### src/rtl/ksa_core_arbiter.sv
// N-core coordinator for the RC4 key search: hands out equal key ranges, launches all cores together,
// latches the first reported key (lowest core index wins) and aborts the rest. Optional KSA_TIMEOUT_EN adds a search cycle limit.
module ksa_core_arbiter #(
  parameter int N_CORES        = 4,
  parameter int KEY_WIDTH      = 24,
  parameter int SEARCH_BITS    = 22,
  parameter int TIMEOUT_CYCLES = 2**26,
  localparam int WIN_W         = (N_CORES > 1) ? $clog2(N_CORES) : 1
) (
  input  logic                           clock,
  input  logic                           reset,
  input  logic                           start,
  output logic [N_CORES-1:0]             core_start,
  output logic [N_CORES-1:0]             core_abort,
  output logic [N_CORES*KEY_WIDTH-1:0]   core_key_lo,
  output logic [N_CORES*KEY_WIDTH-1:0]   core_key_hi,
  input  logic [N_CORES-1:0]             core_found,
  input  logic [N_CORES-1:0]             core_not_found,
  input  logic [N_CORES*KEY_WIDTH-1:0]   core_key,
  output logic                           busy,
  output logic                           key_valid,
  output logic                           search_failed,
  output logic [WIN_W-1:0]               winner_idx,
  output logic [KEY_WIDTH-1:0]           display_key,
  output logic [2:0]                     state_dbg
);

  localparam longint SPAN = (longint'(1) << SEARCH_BITS) / N_CORES;

  typedef enum logic [2:0] {
    S_IDLE      = 3'd0,
    S_LAUNCH    = 3'd1,
    S_SEARCH    = 3'd2,
    S_FOUND     = 3'd3,
    S_EXHAUSTED = 3'd4
`ifdef KSA_TIMEOUT_EN
    , S_TIMEOUT = 3'd5
`endif
  } state_t;

  state_t               state, state_next;
  logic [WIN_W-1:0]     winner_q;
  logic [KEY_WIDTH-1:0] key_q;
  logic                 abort_q;
  logic                 found_any;
  logic [WIN_W-1:0]     found_idx;
  logic [KEY_WIDTH-1:0] found_key;

  if (N_CORES < 1 || TIMEOUT_CYCLES < 1) begin : g_bad_param
  end

`ifdef KSA_TIMEOUT_EN
  localparam logic [31:0] TIMEOUT_LAST = 32'(TIMEOUT_CYCLES - 1);
  logic [31:0] cycle_cnt;

  always_ff @(posedge clock or posedge reset) begin
    if (reset)                  cycle_cnt <= '0;
    else if (state == S_LAUNCH) cycle_cnt <= '0;
    else if (state == S_SEARCH) cycle_cnt <= cycle_cnt + 32'd1;
  end
`endif

  // Ranges are constants, but registered so they read 0 while in reset.
  always_ff @(posedge clock or posedge reset) begin
    if (reset) begin
      core_key_lo <= '0;
      core_key_hi <= '0;
    end else begin
      for (int i = 0; i < N_CORES; i++) begin
        core_key_lo[i*KEY_WIDTH +: KEY_WIDTH] <= KEY_WIDTH'(longint'(i) * SPAN);
        core_key_hi[i*KEY_WIDTH +: KEY_WIDTH] <= KEY_WIDTH'(longint'(i + 1) * SPAN - 1);
      end
    end
  end

  // Downward scan leaves the lowest set index as the winner.
  always_comb begin
    found_any = |core_found;
    found_idx = '0;
    found_key = '0;
    for (int i = N_CORES - 1; i >= 0; i--) begin
      if (core_found[i]) begin
        found_idx = WIN_W'(i);
        found_key = core_key[i*KEY_WIDTH +: KEY_WIDTH];
      end
    end
  end

  always_comb begin
    state_next = state;
    case (state)
      S_IDLE, S_FOUND, S_EXHAUSTED: if (start) state_next = S_LAUNCH;
`ifdef KSA_TIMEOUT_EN
      S_TIMEOUT: if (start) state_next = S_LAUNCH;
`endif
      S_LAUNCH: state_next = S_SEARCH;
      S_SEARCH: begin
        if (found_any)            state_next = S_FOUND;
        else if (&core_not_found) state_next = S_EXHAUSTED;
`ifdef KSA_TIMEOUT_EN
        else if (cycle_cnt == TIMEOUT_LAST) state_next = S_TIMEOUT;
`endif
      end
      default: state_next = S_IDLE;
    endcase
  end

  always_ff @(posedge clock or posedge reset) begin
    if (reset) begin
      state    <= S_IDLE;
      winner_q <= '0;
      key_q    <= '0;
      abort_q  <= 1'b0;
    end else begin
      state <= state_next;
      if (state_next == S_LAUNCH) begin
        winner_q <= '0;
        key_q    <= '0;
        abort_q  <= 1'b0;
      end else if (state == S_SEARCH && found_any) begin
        winner_q <= found_idx;
        key_q    <= found_key;
        abort_q  <= 1'b1;
      end
`ifdef KSA_TIMEOUT_EN
      else if (state == S_SEARCH && state_next == S_TIMEOUT) begin
        abort_q <= 1'b1;
      end
`endif
    end
  end

  always_comb begin
    core_start    = {N_CORES{state == S_LAUNCH}};
    core_abort    = {N_CORES{abort_q}};
    busy          = (state == S_LAUNCH) || (state == S_SEARCH);
    key_valid     = (state == S_FOUND);
`ifdef KSA_TIMEOUT_EN
    search_failed = (state == S_EXHAUSTED) || (state == S_TIMEOUT);
`else
    search_failed = (state == S_EXHAUSTED);
`endif
    winner_idx    = winner_q;
    display_key   = key_valid ? key_q : '0;
    state_dbg     = state;
  end

endmodule
### config.mk
export PLATFORM = sky130hd
export DESIGN_NAME = ksa_core_arbiter
export DESIGN_NICKNAME = d
export VERILOG_FILES = /design/src/rtl/ksa_core_arbiter.sv
export SDC_FILE = /design/constraint.sdc
export NUM_CORES = 1
export LEC_CHECK = 0
export BUFFER_PORTS_ARGS = -buffer_cell sky130_fd_sc_hd__buf_2
export CAP_MARGIN = 20
export CORE_AREA = 2 2 132 134
export DETAILED_ROUTE_END_ITERATION = 10
export DIE_AREA = 0 0 134 136
export HOLD_SLACK_MARGIN = 0.08
export PLACE_DENSITY = 0.51
export SYNTH_ARGS = -nofsm -noshare
export SYNTH_HDL_FRONTEND = slang
export SYNTH_SLANG_ARGS = --single-unit
### constraint.sdc
create_clock -name clock -period 6.9 [get_ports clock]
set_clock_uncertainty 0.1 [all_clocks]
set_input_delay 0.69 -clock clock [delete_from_list [all_inputs] [get_ports clock]]
set_output_delay 0.69 -clock clock [all_outputs]
set_load 0.01 [all_outputs]
==> results of run 1 <==
path summary, 6_finish.rpt:
check	startpoint	end	slack, ns	cells past startpoint
min	reset	key_q[10]	0.40	3
max reg2reg	state_dbg[2]	key_q[21]	4.48	4
max in group asynchronous	reset	core_key_lo[44]	5.99	3
min reg2reg	winner_idx[0]	winner_idx[0]	0.44	2
min in group clock	winner_idx[0]	winner_idx[0]	0.44	2
max	state_dbg[2]	display_key[13]	4.10	3
metrics by stage:
| stage | area (sq um) | hold WS [ns] | cells |
|---|---|---|---|
| 6_report | 4209 | 0.4015 | 835 |
| 5_1_grt | 4209 | 0.4519 | 835 |
| 3_3_place_gp | 4051 | 0.4389 | 825 |
| 4_1_cts | 4192 | 0.4154 | 833 |
| 2_1_floorplan | 4202 | 0.4292 | 596 |
| 3_5_place_dp | 4051 | 0.4380 | 825 |
state kept, by name, summed over array words and instances (netlist names):
register and flops:
abort_q 1, core_key_lo 1, key_q 24, state_dbg 3, winner_idx 2
report_power, final:
group          switching, mW  internal [mW]  total, mW
combinational          0.348          0.242      0.590
sequential            0.0535          0.263      0.316
clock                 0.0779          0.131      0.209
total                  0.479          0.637       1.12
placed cells by master, fill, tap and decap left out, drive strengths merged:
cell,n
nor2b,1
o31ai,1
buf,238
a221o,24
o21ai,3
diode,1
dfrtp,31
or2,2
or4,2
and3b,1
nor2,4
and2,26
a21oi,51
nand2,28
clkbuf,5
a21o,1
conb,105
nand4,1
nor3b,2
nand3b,24
a311oi,24
inv,29
clkinv,3
a221oi,2
o21a,1
per-layer routing:
| layer | vias up | GRT usage |
|---|---|---|
| met2 | 205 | 0.2094 |
| met5 | - | 0 |
| met1 | 1550 | 0.1121 |
| met4 | 2 | 0.02837 |
| li1 | 1586 | - |
| met3 | 8 | 0.02424 |
final cells by class:
cell class / count / area share
clock buffers: 5 / 0.02973
multi-input cells: 303 / 0.4016
diodes: 1 / 0.0005945
clock inverters: 3 / 0.003567
inverters: 29 / 0.02586
well taps: 225 / 0.06688
repair buffers: 238 / 0.2872
flip-flops and latches: 31 / 0.1846
critical path, cell delays in order (launching register included):
cell	delay, ns
dfrtp_1	0.47
and3b_1	0.82
and2_1	0.28
buf_2	0.15
cell families after synthesis:
| family | after synthesis |
|---|---|
| buffers and inverters | 262 |
| flip-flops | 31 |
| other | 2 |
| AO/OA/AOI/OAI | 107 |
| AND/OR/NAND/NOR | 91 |
==> results.md, run 1 <==
- Crit start category: flip-flop
- Synth warnings: 0
- Adder-Cell Fraction of Synth Area: 0
- Final setup fails: 0
- Clock-pin slew on the worst setup and hold paths: 0.05 ns
- Max-cap violations: 0
- Relative slew slack: 0.3927
- Layout Utilization: 0.2494
- Multi-input logic area: about 1700 sq um
- Layout cell share with drive strength beyond 1: 0.4122
- Met3 Routed Length: between 1 and 1.5 mm
- Largest family of logic cells by synthesized area: buffers and inverters
- Synth Area in Simple Gates: 0.1391
- Static Leakage: 2.309 nW
- WS Path Type: flip-flop to primary output
- # rows: 48
- Area delta synth->final: 10.33%
- Fillers: a little under 2000
- Post-CTS setup buffer count: 0
- DR iter-0 viols: 95
- # hold bufs at CTS: 0
- Setup ws final: between 4 and 5 ns
- Antenna-violating nets left: 0
- Slew Limit Fails: 0
- CP Capture Type: primary output
- TritonCTS buffer count: 5
- Sequential share of the synthesized area: 0.2033
- PortBufs: approximately 230
- Sequential Area: roughly 780 sq um
- Post-Place Setup Slack: slightly below 4 ns
- Synth area leaders: buf_4, dfrtp_1, a21oi_1, a221o_1, a311oi_1
- Met2 WL: a little under 6 mm
- Xor and xnor area share after synthesis: 0
- Die width: 134 um
- DRT Pass-1 Iters: 4
- Status: completed
- Largest net degree at the start of global routing: 89
- First-pass GRT wire length: approximately 15 mm
- I/O pin cnt: about 340
- Compound-Gate Fraction of Synth Area: 0.1994
- Met1 wire length: approximately 3.7 mm
- CTS Root Cell: clkbuf_16
- Initial Util: 0.2261
- Final hold vios: 0
- Setup TNS: 0 ns
- Overall Global Routing Usage: 0.1061
- CTS tree: built
- GRT Residual Overflow: 0
- Synthesized flop and latch total: 31
- EDFF count, synth: 0
- Maximum clock insertion buffer count: 2
- Critical Path AT: 2.01 ns
- Synth area leader: buf_4
- Die area: roughly 18000 sq um
- Synth Flop Type: dfrtp_1
- Clock Latency Late Sink: about 0.27 ns
- DR WL/cell: about 13 um
- Peak Freq: 0.3573 GHz
- CTS sink cnt: 31
- Top cells by instance count after synthesis: buf_4, a21oi_1, dfrtp_1
- Count leader, synth: buf_4
- Routed WL: roughly 11 mm
- CTS resizes: 0
- Dpl hpwl: 8.143 mm
- Die height: about 140 um
- DR top layer: met5
- Crit Path Max Fanout: 26
- Synth unique cells: 27
- PwrDens: ~270 nW/um^2
- Initial antenna violation count: 2
- Vias/cell: ~4
- Slew at the pin with the worst max-slew slack: 0.9109 ns
- Drt drc: 0
- Total vias in the final route: about 3400
- Pwr Total: approximately 1.1 mW
- H-tree depth: 2
- Minimum clock period: ~2.8 ns
- Mean Syn Cell Area: 7.738 sq um
- Post-synth ARST share: 1.000
- RSZ-0062 raised after global routing: false
- Peak VDD IR: 0.00008699 V
- Final Wtd Congestion: 0.7201
- Final worst-path cycle share: 0.4056
- Vias in the first global route: between 2000 and 3000
- Mux cell area share after synthesis: 0
- # nets final: 715
- Mapped Cells: between 400 and 500
- CORE AREA: around 17000 sq um
- Critical Path RT: between 6 and 7 ns
- Worst min-delay path class: input port to asynchronous set/reset pin
- Syn Std Cell Area: 3815 sq um
- Synth top area share: 0.3896
Power figures use the tool's default switching activity.
==> run 2, diff against run 1 <==
--- a/config.mk
+++ b/config.mk
@@ -11,7 +11,7 @@
 export DETAILED_ROUTE_END_ITERATION = 10
 export DIE_AREA = 0 0 134 136
 export HOLD_SLACK_MARGIN = 0.08
-export PLACE_DENSITY = 0.51
+export PLACE_DENSITY = 0.53
 export SYNTH_ARGS = -nofsm -noshare
 export SYNTH_HDL_FRONTEND = slang
 export SYNTH_SLANG_ARGS = --single-unit
==> constraint.sdc (replaced) <==
create_clock -name clock -period 2.5 [get_ports clock]
set_clock_uncertainty 0.1 [all_clocks]
set_input_delay 0.25 -clock clock [delete_from_list [all_inputs] [get_ports clock]]
set_output_delay 0.25 -clock clock [all_outputs]
set_load 0.01 [all_outputs]
==> results.md, run 2 (synthesis results as in run 1) <==
- Layout cell share with drive strength beyond 1: 0.4168 (+0.004650)
- Max-cap violations: 0 (unchanged)
- Maximum clock insertion buffer count: 2 (unchanged)
- CORE AREA: 16880 sq um (unchanged)
- Crit start category: flip-flop
- Slowest stage delay, CP: 0.83 ns (about the same)
- Reg2Reg Depth: 3 (-1)
- Most common cell after layout, fill and taps aside: buf_2
- # nets final: 725 (+1.4%)
- Die width: 134 um (unchanged)
- Delay-heaviest family, CP: simple AND/OR/NAND/NOR gates
- DRT Pass-1 Iters: 4 (unchanged)
- CP max stage cell: and2_1
- DR top layer: met4
- Vias/cell: 3.925 (-2.2%)
- Relative slew slack: 0.3203 (-0.07240)
- ANT cells: 0 (-1)
- Met1 wire length: 3.932 mm (+5.8%)
- Initial Util: 0.2261 (unchanged)
- Reg-to-Reg End: key_q[21]
- CP Cell Sequence: nor3b_2 -> and2_1 -> a311oi_1
- Layout Utilization: 0.2533 (+0.003855)
- TritonCTS buffer count: 5 (unchanged)
- Antenna-violating nets left: 0 (unchanged)
- Most frequent cells in the layout: buf_2, conb_1, a21oi_1
- DR WL/cell: 12.30 um (-3.2%)
- # rows: 48 (unchanged)
- WS Path Type: flip-flop to flip-flop
- H-tree depth: 2 (unchanged)
- Final hold vios: 0 (unchanged)
- Area delta synth->final: 12.04%
- Final worst-path cycle share: 0.7926
- CTS tree: built
- Fillers: 1912 (-0.68%)
- Placed Area: 4126 sq um (+1.9%)
- Largest net degree at the start of global routing: 89 (unchanged)
- Clock-pin slew on the worst setup and hold paths: 0.05 ns (about the same)
- Die height: 136 um (unchanged)
- Setup TNS: 0 ns (unchanged)
- Min-delay src: start
- Crit Path Max Fanout: 24 (-7.7%)
- Slew at the pin with the worst max-slew slack: 1.019 ns (+0.1086 ns)
- Final std cells w/o fill: 844 (+1.1%)
- Worst min-delay path class: input port to flip-flop
- GRT Residual Overflow: 0 (unchanged)
- Dpl hpwl: 7.750 mm (-4.8%)
- RSZ-0062 raised after global routing: false
- Status: completed
- Peak VDD IR: 0.0002730 V (+210%)
- Critical Path AT: 1.98 ns (-0.03 ns)
- Met3 Routed Length: 900 um (-10%)
- Post-CTS setup buffer count: 0 (unchanged)
- I/O pin cnt: 339 (unchanged)
- WP buf/inv: 0 (-1)
- Final Wtd Congestion: 0.7857 (+9.1%)
- CTS resizes: 0 (unchanged)
- Most flops, register: key_q
- # hold bufs at CTS: 1 (+1)
- Routed WL: 10.38 mm (-2.1%)
- CP Capture Type: flip-flop
- Static Leakage: 2.350 nW (+1.8%)
- Layout Cell Area excl Fill: 4274 sq um (+1.5%)
- First-pass GRT wire length: 14.71 mm (-2.2%)
- Drt drc: 0 (unchanged)
- Minimum clock period: 1.982 ns
- Total vias in the final route: 3313 (-1.1%)
- Final setup fails: 0 (unchanged)
- Critical Path RT: 2.50 ns (-3.61 ns)
- Vias in the first global route: 2771 (-0.47%)
- Slew Limit Fails: 0 (unchanged)
- PwrDens: 731.0 nW/um^2 (+180%)
- Cell Count Post-Placement: 835 (+1.2%)
- Worst Hold Path EP: state_dbg[0]
- PortBufs: 234 (unchanged)
- Met2 WL: 5.394 mm (-6.6%)
- Peak Freq: between 0.5 and 0.6 GHz
- Overall Global Routing Usage: 0.1038 (-0.002302)
- Largest register FFs: 24 (unchanged)
- Pwr Total: 3.124 mW (+180%)
- Die area: 18220 sq um (unchanged)
- CTS Root Cell: clkbuf_16
- Hold depth: 3
- DR iter-0 viols: 65 (-32%)
- Clock Latency Late Sink: 0.28 ns (about the same)
- Initial antenna violation count: 0 (-2)
- R2R Path Start: state_dbg[0]
- CTS sink cnt: 31 (unchanged)
- R2R setup slack: 0.52 ns (-3.96 ns)
==> run 2: area by class of cell <==
type,instances,area (sq um),area share
clock inverters,1,5.005,0.001171
clock buffers,7,132.6,0.03103
multi-input cells,303,1690,0.3955
repair buffers,248,1279,0.2992
flip-flops and latches,31,777.0,0.1818
well taps,225,281.5,0.06587
inverters,29,108.9,0.02547
==> run 2: stage by stage <==
step / hold slack [ns] / worst slack (ns)
6_report: 0.1362 / 0.5185
5_1_grt: 0.1378 / 0.2678
4_1_cts: 0.1302 / 0.4459
3_5_place_dp: 0.2785 / 0.3747
3_3_place_gp: 0.2725 / 0.3754
2_1_floorplan: 0.2535 / 0.1818
==> run 2: worst max-delay path by stage <==
stage | start | endpoint | slack [ns] | depth (start not counted)
after floorplan | core_key_lo[44] | core_key_hi[10] | 0.18 | 1
after global placement | core_found[0] | key_q[14] | 0.38 | 4
after detailed placement | core_found[0] | key_q[14] | 0.37 | 4
after CTS | state_dbg[0] | key_q[21] | 0.45 | 3
after global routing | state_dbg[0] | key_q[21] | 0.27 | 3
final | state_dbg[0] | key_q[21] | 0.52 | 3
==> run 2: power by group <==
part	switching, mW	leakage [nW]	internal, mW	total, mW
logic	0.985	1.90	0.699	1.68
clock network	0.213	0.0679	0.367	0.580
registers	0.134	0.387	0.726	0.860
total	1.33	2.35	1.79	3.12
==> run 2: worst register-to-register path, delay by kind of cell, from the launching register on <==
family             cells  cell delay, ns
DFF                    1            0.46
AOI/OAI and AO/OA      1            0.20
and+or+nand+nor        2            1.04
==> run 2: per-layer routing <==
layer,global-route usage,up-vias
met5,0,-
met4,0.03428,0
met3,0.01827,8
met2,0.1991,198
met1,0.1150,1498
li1,-,1609
